--- src/rtl/obj_manager_pkg.sv ---
// Shared definitions for the scrolling object manager: descriptor layout,
// slot count and the empty-type encoding.
package obj_manager_pkg;
  localparam int NUM_SLOTS = 5;

  localparam int VPOS_LSB  = 0;
  localparam int VPOS_W    = 10;
  localparam int HPOS_LSB  = VPOS_LSB + VPOS_W;
  localparam int HPOS_W    = 11;
  localparam int TYPE_LSB  = HPOS_LSB + HPOS_W;
  localparam int TYPE_W    = 2;
  localparam int FRAME_LSB = TYPE_LSB + TYPE_W;
  localparam int FRAME_W   = 3;
  localparam int DESC_W    = FRAME_LSB + FRAME_W;

  localparam logic [TYPE_W-1:0] TYPE_EMPTY = '0;

  typedef struct packed {
    logic [FRAME_W-1:0] frame;
    logic [TYPE_W-1:0]  otype;
    logic [HPOS_W-1:0]  hpos;
    logic [VPOS_W-1:0]  vpos;
  } obj_desc_t;

  typedef struct packed {
    logic [TYPE_W-1:0] otype;
    logic [VPOS_W-1:0] vpos;
  } spawn_t;
endpackage

--- src/rtl/obj_slot.sv ---
// One object slot: loads a freshly spawned object, scrolls it left each frame
// tick, expires it once it would cross the left edge, and steps its animation.
module obj_slot
  import obj_manager_pkg::*;
#(
  parameter int SCREEN_WIDTH = 1024
) (
  input  logic              clock,
  input  logic              reset,
  input  logic              tick,
  input  logic              anim,
  input  logic [3:0]        speed,
  input  logic              load,
  input  logic [TYPE_W-1:0] load_type,
  input  logic [VPOS_W-1:0] load_vpos,
  output logic [DESC_W-1:0] desc,
  output logic              active
);
  localparam logic [HPOS_W-1:0] SPAWN_HPOS = HPOS_W'(SCREEN_WIDTH - 1);

  obj_desc_t q;

  assign desc   = q;
  assign active = (q.otype != TYPE_EMPTY);

  always_ff @(posedge clock or negedge reset) begin
    if (!reset) begin
      q <= '0;
    end else if (load) begin
      q <= '{frame: '0, otype: load_type, hpos: SPAWN_HPOS, vpos: load_vpos};
    end else if (tick && active) begin
      // expiring clears the whole descriptor so nothing stale reaches display
      if (q.hpos < HPOS_W'(speed)) begin
        q <= '0;
      end else begin
        q.hpos <= q.hpos - HPOS_W'(speed);
        if (anim) q.frame <= q.frame + 1'b1;
      end
    end
  end
endmodule

--- src/rtl/obj_manager.sv ---
// Object manager: frame tick from vsync, animation divider, spawn slot
// selection with a one-deep pending register for requests that hit a tick.
module obj_manager
  import obj_manager_pkg::*;
#(
  parameter int SCREEN_WIDTH = 1024,
  parameter int ANIM_LOG     = 3
) (
  input  logic        clock,
  input  logic        reset,
  input  logic        vsync,
  input  logic        freeze,
  input  logic [3:0]  speed,
  input  logic        spawn_req,
  input  logic [1:0]  spawn_type,
  input  logic [9:0]  spawn_vpos,
  output logic [25:0] obj1,
  output logic [25:0] obj2,
  output logic [25:0] obj3,
  output logic [25:0] obj4,
  output logic [25:0] obj5,
  output logic [4:0]  active,
  output logic        spawn_ack,
  output logic        spawn_drop
);
  logic                 vsync_q, tick, tick_en, anim;
  logic [ANIM_LOG-1:0]  anim_cnt;
  logic                 pend_vld;
  spawn_t               pend, exec_req;
  logic                 exec, found, drop_nxt;
  logic [NUM_SLOTS-1:0] load;
  logic [NUM_SLOTS-1:0][DESC_W-1:0] desc;

  assign tick    = vsync_q & ~vsync;
  assign tick_en = tick & ~freeze;
  assign anim    = tick_en & (&anim_cnt);

  // spawns never share a cycle with a tick, so a slot freed by the tick is
  // already visible as empty when the deferred spawn executes
  always_comb begin
    exec     = 1'b0;
    exec_req = pend;
    if (!tick) begin
      if (pend_vld) begin
        exec = 1'b1;
      end else if (spawn_req) begin
        exec     = 1'b1;
        exec_req = '{otype: spawn_type, vpos: spawn_vpos};
      end
    end
  end

  always_comb begin
    load  = '0;
    found = 1'b0;
    for (int i = 0; i < NUM_SLOTS; i++) begin
      if (!found && !active[i]) begin
        found   = 1'b1;
        load[i] = exec && (exec_req.otype != TYPE_EMPTY);
      end
    end
  end

  assign drop_nxt = (exec && !(|load)) || (spawn_req && pend_vld);

  always_ff @(posedge clock or negedge reset) begin
    if (!reset) begin
      vsync_q    <= 1'b0;
      anim_cnt   <= '0;
      pend_vld   <= 1'b0;
      pend       <= '0;
      spawn_ack  <= 1'b0;
      spawn_drop <= 1'b0;
    end else begin
      vsync_q    <= vsync;
      spawn_ack  <= |load;
      spawn_drop <= drop_nxt;
      if (tick_en) anim_cnt <= anim_cnt + 1'b1;
      if (pend_vld) begin
        if (!tick) pend_vld <= 1'b0;
      end else if (spawn_req && tick) begin
        pend_vld <= 1'b1;
        pend     <= '{otype: spawn_type, vpos: spawn_vpos};
      end
    end
  end

  for (genvar g = 0; g < NUM_SLOTS; g++) begin : g_slot
    obj_slot #(.SCREEN_WIDTH(SCREEN_WIDTH)) u_slot (
      .clock     (clock),
      .reset     (reset),
      .tick      (tick_en),
      .anim      (anim),
      .speed     (speed),
      .load      (load[g]),
      .load_type (exec_req.otype),
      .load_vpos (exec_req.vpos),
      .desc      (desc[g]),
      .active    (active[g])
    );
  end

  assign obj1 = desc[0];
  assign obj2 = desc[1];
  assign obj3 = desc[2];
  assign obj4 = desc[3];
  assign obj5 = desc[4];
endmodule

--- config.mk ---
export PLATFORM = sky130hd
export DESIGN_NAME = obj_manager
export DESIGN_NICKNAME = d
export VERILOG_FILES = /design/src/rtl/obj_manager_pkg.sv /design/src/rtl/obj_slot.sv /design/src/rtl/obj_manager.sv
export SDC_FILE = /design/constraint.sdc
export NUM_CORES = 1
export LEC_CHECK = 0
export ABC_AREA = 1
export CAP_MARGIN = 10
export CORE_MARGIN = 2
export CORE_UTILIZATION = 45
export CTS_BUF_LIST = sky130_fd_sc_hd__clkbuf_8
export DETAILED_ROUTE_END_ITERATION = 6
export PLACE_DENSITY_LB_ADDON = 0.12
export SYNTH_ARGS = -nofsm -noshare
export SYNTH_HDL_FRONTEND = slang
export SYNTH_SLANG_ARGS = --single-unit
--- constraint.sdc ---
create_clock -name clock -period 2 [get_ports clock]
set_input_delay 0.4 -clock clock [delete_from_list [all_inputs] [get_ports clock]]
set_output_delay 0.4 -clock clock [all_outputs]
set_load 0.02 [all_outputs]
After elaboration in Yosys (flattened, before gate mapping) --
Index checks and enable logic that the tools add are counted.
Word-level totals: input bits 21, word-level logic and storage cells 158, register bits 149, output and inout port bits 137
Operators by class: add/sub/neg operators 11, reductions and logical operators 56, mux-type cells 53, order comparisons 5, bitwise operators 6
Operator list (count):
- two-way mux 26 bit | 10
- less-than comparator 11 x 4 -> 1 bit | 5
- two-way mux 11 bit | 5
- subtractor 11 x 4 -> 11 bit | 5
- two-way mux 10 bit | 5
- two-way mux 12 bit | 3
- nonzero test 2 bit | 16
- two-way mux 3 bit | 10
- AND reduction 2 bit | 11
- adder 3 x 1 -> 3 bit, second input constant | 6
- two-way mux 1 bit | 15
- nonzero test 3 bit | 5
- logical AND 1 bit | 13
- two-way mux 2 bit | 5
- logical NOT 1 bit | 8
- OR reduction 5 bit | 1
- AND 1 bit | 3
- NOT 1 bit | 3
- AND reduction 3 bit | 1
- logical OR 1 bit | 1

Longest topological paths before layout --
word-level depth 17, depth in mapped cells 14, depth with buffers taken out 14

Cells and area by module --
Synthesis repeated with hierarchy kept, for this count alone.
Second synthesis, totals: cell total of the unflattened synthesis 1111, area total of the unflattened synthesis 8488.1 um^2
By module, submodules not included:
- obj_slot at g_slot[0].u_slot ... | area each 1507.7 um^2, times used 3, cells each 196, seq. area each 650.6 um^2
- obj_slot at g_slot[3].u_slot | area each 1498.9 um^2, times used 1, cells each 196, seq. area each 650.6 um^2
- obj_slot at g_slot[4].u_slot | area each 1470.2 um^2, times used 1, cells each 196, seq. area each 650.6 um^2
- obj_manager | area each 996.0 um^2, times used 1, cells each 131, seq. area each 475.5 um^2

Worst setup path before layout --
No wires, ideal clock.
path type register to register, start reg g_slot[3].u_slot.q, in the netlist g_slot[3].u_slot.desc[10], end reg g_slot[3].u_slot.q, in the netlist g_slot[3].u_slot.desc[16], cell stages (with the launch flop) 11, data required time 1.875 ns, clock period less this slack 1.970 ns, path buffers 0, arrival 1.846 ns, library setup time 0.125 ns, slack 0.030 ns, cell sequence dfrtp_1 -> inv_1 -> ha_1 -> inv_1 -> fa_1 -> nand3_1 -> nor2b_1 -> nand3_1 -> xnor2_1 -> nand2_1 -> nand3_1
On the way: cells in the longest elaborated chain, start to end 4, elaborated cells between the ends (all ways) 5, those cells by class 1 x add/sub; 1 x order compare; 3 x mux
RTL lines:
- from (decl) | line obj_slot.sv:21 | obj_desc_t q;
- from (signal assigned) | line obj_slot.sv:30 | q <= '{frame: '0, otype: load_type, hpos: SPAWN_HPOS, vpos: load_vpos};
- subtractor 11 x 4 -> 11 bit or less-than comparator 11 x 4 -> 1 bit (tied branches) | line obj_slot.sv:36, obj_slot.sv:33
- two-way mux 11 bit * | line obj_slot.sv:33 | if (q.hpos < HPOS_W'(speed)) begin
- two-way mux 26 bit * | line obj_slot.sv:31 | end else if (tick && active) begin
- two-way mux 26 bit * | line obj_slot.sv:29 | end else if (load) begin
Every way passes the cells marked *; elsewhere a longest branch is shown, timed or not. The select of a mux whose other input is x is not followed. A chain may end at the register's enable or synchronous reset.

Worst setup path after layout --
start reg g_slot[1].u_slot.q, in the netlist g_slot[1].u_slot.desc[12], end out obj2[12]
RTL lines:
- from (decl) | line obj_slot.sv:21
- from (signal assigned) | line obj_slot.sv:30
- to (decl) | line obj_manager.sv:18 | output logic [25:0] obj2,
No word-level cell between the ends.

==> flow_metrics.tcl <==
set metrics [dict create \
    io_buffers 157 \
    worstSetupPathType "reg -> out" \
    crit_fanout 3 \
    vdd.ir_drop.worst_uv 762 \
    place_ws_ps -563 \
    grt_pass1_wl_um 38800 \
    die-height_um 140 \
    clock-sinks 149 \
    clk_latency_ps 470 \
    netlist_area_um2 8290 \
    internal_power_uw 8860 \
    avgViaCountPerCell 5.03 \
    power_frac_seq_pct 31.8 \
    cts_tree "built" \
    drt_iter0_drc 398 \
    area_growth_pct 42.9 \
    yosys_warnings 0 \
    dpl_cell_area_um2 11200 \
    ys_seq_area_share_pct 45.0 \
    critical-path-top-delay-family "buffers and inverters" \
    max_stage_delay_ps 640 \
    routabilityCongestion 0.915 \
    clk_pin_slew_ps 100 \
    start_util_pct 46.0 \
    power.density_nw_per_um2 1330 \
    final_common_cell "nand2_1" \
    wl_per_cell_um 14.7 \
    endpoint_kind "output port" \
    ys_ff_latch 149 \
    slew_viol_final 0 \
    fin_area_um2 11800 \
    arrival_ps 1550 \
    comb_power_share_pct 52.7 \
    worst_slack_ps 47.5 \
    die_w_um 140 \
    maxCapViolCount 0 \
    drc 0 \
    swShare_pct 43.7 \
    io_pins 158 \
    grt_max_degree 57 \
    synth.distinct_cells 39 \
    avgSynthCellArea_um2 7.80 \
    max_freq_mhz 512 \
    final.min_clock_period_ps 1950 \
    slowest_stage "clkdlybuf4s50_1" \
    crit_required_ps 1600 \
    start_kind "flop" \
    cts_buffers 17 \
    holdCritPathClass "in -> async" \
    final_cell_mix "nand2_1 (383), dfrtp_1 (149), buf_4 (142), clkdlybuf4s50_1 (129), nand3_1 (100)" \
    drt-pass1-iter-count 7 \
    root_buffer "clkbuf_8" \
    p_leak_uw 0.00630 \
    drive_gt1_share_pct 18.7 \
    grt_pass1_vias 7682 \
    grtUsageTotal_pct 24.7 \
    clock_power_share_pct 15.5 \
    p_sw_uw 6880 \
    fin_nets 1420 \
    cts_buffer_depth 2 \
    dieArea_um2 19500 \
    std_cell_rows 49 \
    syn_inst 1062 \
    finalSetupViolCount 0 \
    slew_headroom_pct 72.4 \
    diodes 0 \
    syn-num-nets 1115 \
    crit_chain "clkdlybuf4s50_1" \
    worst_slew_pin_slew_ps 414 \
    antenna_found_initial 0 \
    antenna_left 0 \
    skew_ps 20.5 \
    hold_violations 0 \
    fin_total_pwr_uw 15700 \
    vias 8092 \
    fin_crit_sh_pct 97.6 \
    worst-path-buf-inv 1 \
    wirelength_um 23600 \
    overflow 0 \
    core_area_um2 18000 \
    status "complete, no violations" \
    dp_hpwl_um 18000 \
    h-tree-depth 4 \
]
timing repair:
action | CTS | global route
pin swaps | 1 | 8
cloned | 1 | 0
hold endpoints to repair | 37 | 0
resized for setup | 25 | 43
endpoints found under the setup margin | 37 | 122
buffers inserted | 3 | 2
hold buffers | 1 | 0
state kept, by name (all words and copies together), names as in the netlist:
name	cells
g_slot.u_slot.desc	130
pend	12
anim_cnt	3
pend_vld	1
spawn_ack	1
spawn_drop	1
vsync_q	1
path summary, 6_finish.rpt:
| check | slack, ps | from | endpoint | cells after the start |
|---|---|---|---|---|
| max | 50 | g_slot[1].u_slot.desc[12] | obj2[12] | 1 |
| min | 410 | reset | g_slot[3].u_slot.desc[16] | 2 |
| max reg2reg | 150 | g_slot[0].u_slot.desc[10] | g_slot[0].u_slot.desc[18] | 12 |
| min reg2reg | 490 | g_slot[3].u_slot.desc[5] | g_slot[3].u_slot.desc[5] | 2 |
| max in group asynchronous | 940 | reset | g_slot[4].u_slot.desc[10] | 3 |
| min in group clock | 420 | vsync | vsync_q | 1 |
synthesized netlist by cell type:
library cell,count,area [µm²]
o22ai_2,2,25.0
nand3_1,100,500
o211ai_1,28,210
nand3_2,3,30.0
ha_1,27,338
nor2_2,4,25.0
inv_1,102,383
nor3_1,4,20.0
o21ai_1,4,20.0
a21oi_1,26,130
nor2_8,2,40.0
o21ai_0,28,140
buf_6,6,67.6
dfrtp_1,149,3730
inv_4,1,6.26
nand2_2,5,31.3
nor2_4,1,11.3
fa_1,5,100
inv_2,11,41.3
nand3_4,2,35.0
buf_2,7,35.0
clkbuf_1,5,18.8
nand2_8,1,20.0
or2_2,1,6.26
a21oi_4,1,16.3
nand2_1,395,1480
nand3b_1,1,7.51
clkinv_1,4,15.0
xnor2_1,15,131
nand2_4,4,45.0
nor2b_1,1,6.26
a21boi_0,2,15.0
xor2_1,8,70.1
nand4_1,28,175
nor2_1,60,225
a31oi_1,2,12.5
o22ai_1,6,37.5
o21bai_1,2,15.0
buf_4,9,67.6
through the flow:
stage,utilization (%),hold slack [ps],cells,setup TNS [ps]
2_1_floorplan,-,104,1062,0
3_3_place_gp,62.1,342,1570,-51720
3_5_place_dp,62.1,346,1570,-54880
4_1_cts,65.0,393,1607,0
5_1_grt,65.7,412,1609,-2.01
6_report,65.7,413,1609,0
layout make-up:
| cell class | count | area [µm²] |
|---|---|---|
| Clock buffer | 17 | 234 |
| Clock inverter | 15 | 199 |
| Fill cell | 1578 | 6190 |
| Inverter | 118 | 459 |
| Multi-Input combinational cell | 768 | 4040 |
| Sequential cell | 149 | 3730 |
| Tap cell | 229 | 287 |
| Timing Repair Buffer | 312 | 2890 |
| Timing Repair inverter | 1 | 7.51 |
kinds of logic (layout without fill, tap and decap cells):
group | count (synthesis) | count (layout) | share of synthesized area, %
buffers and inverters | 145 | 463 | 7.66
adders and majority gates | 32 | 32 | 5.29
xor gates and xnor gates | 23 | 23 | 2.43
DFF | 149 | 149 | 45.0
AOI/OAI and AO/OA | 101 | 101 | 7.51
and+or+nand+nor | 612 | 612 | 32.1
layer usage:
metal	GRT usage, %	wire length, µm
met5	0	0
met4	7.89	554
met3	4.09	1280
met2	39.9	11000
met1	34.3	10700
power by group through the flow:
| stage | Combinational (µW) | Clock [µW] | Sequential [µW] |
|---|---|---|---|
| global placement | 8070 | 0 | 5030 |
| global route | 9140 | 2610 | 5160 |
| floorplan | 3350 | 0 | 5920 |
| detailed placement | 8220 | 0 | 5020 |
| finish | 8300 | 2440 | 5000 |
| CTS | 8230 | 2500 | 5000 |
Note: power is estimated with default switching activity, not from simulation.
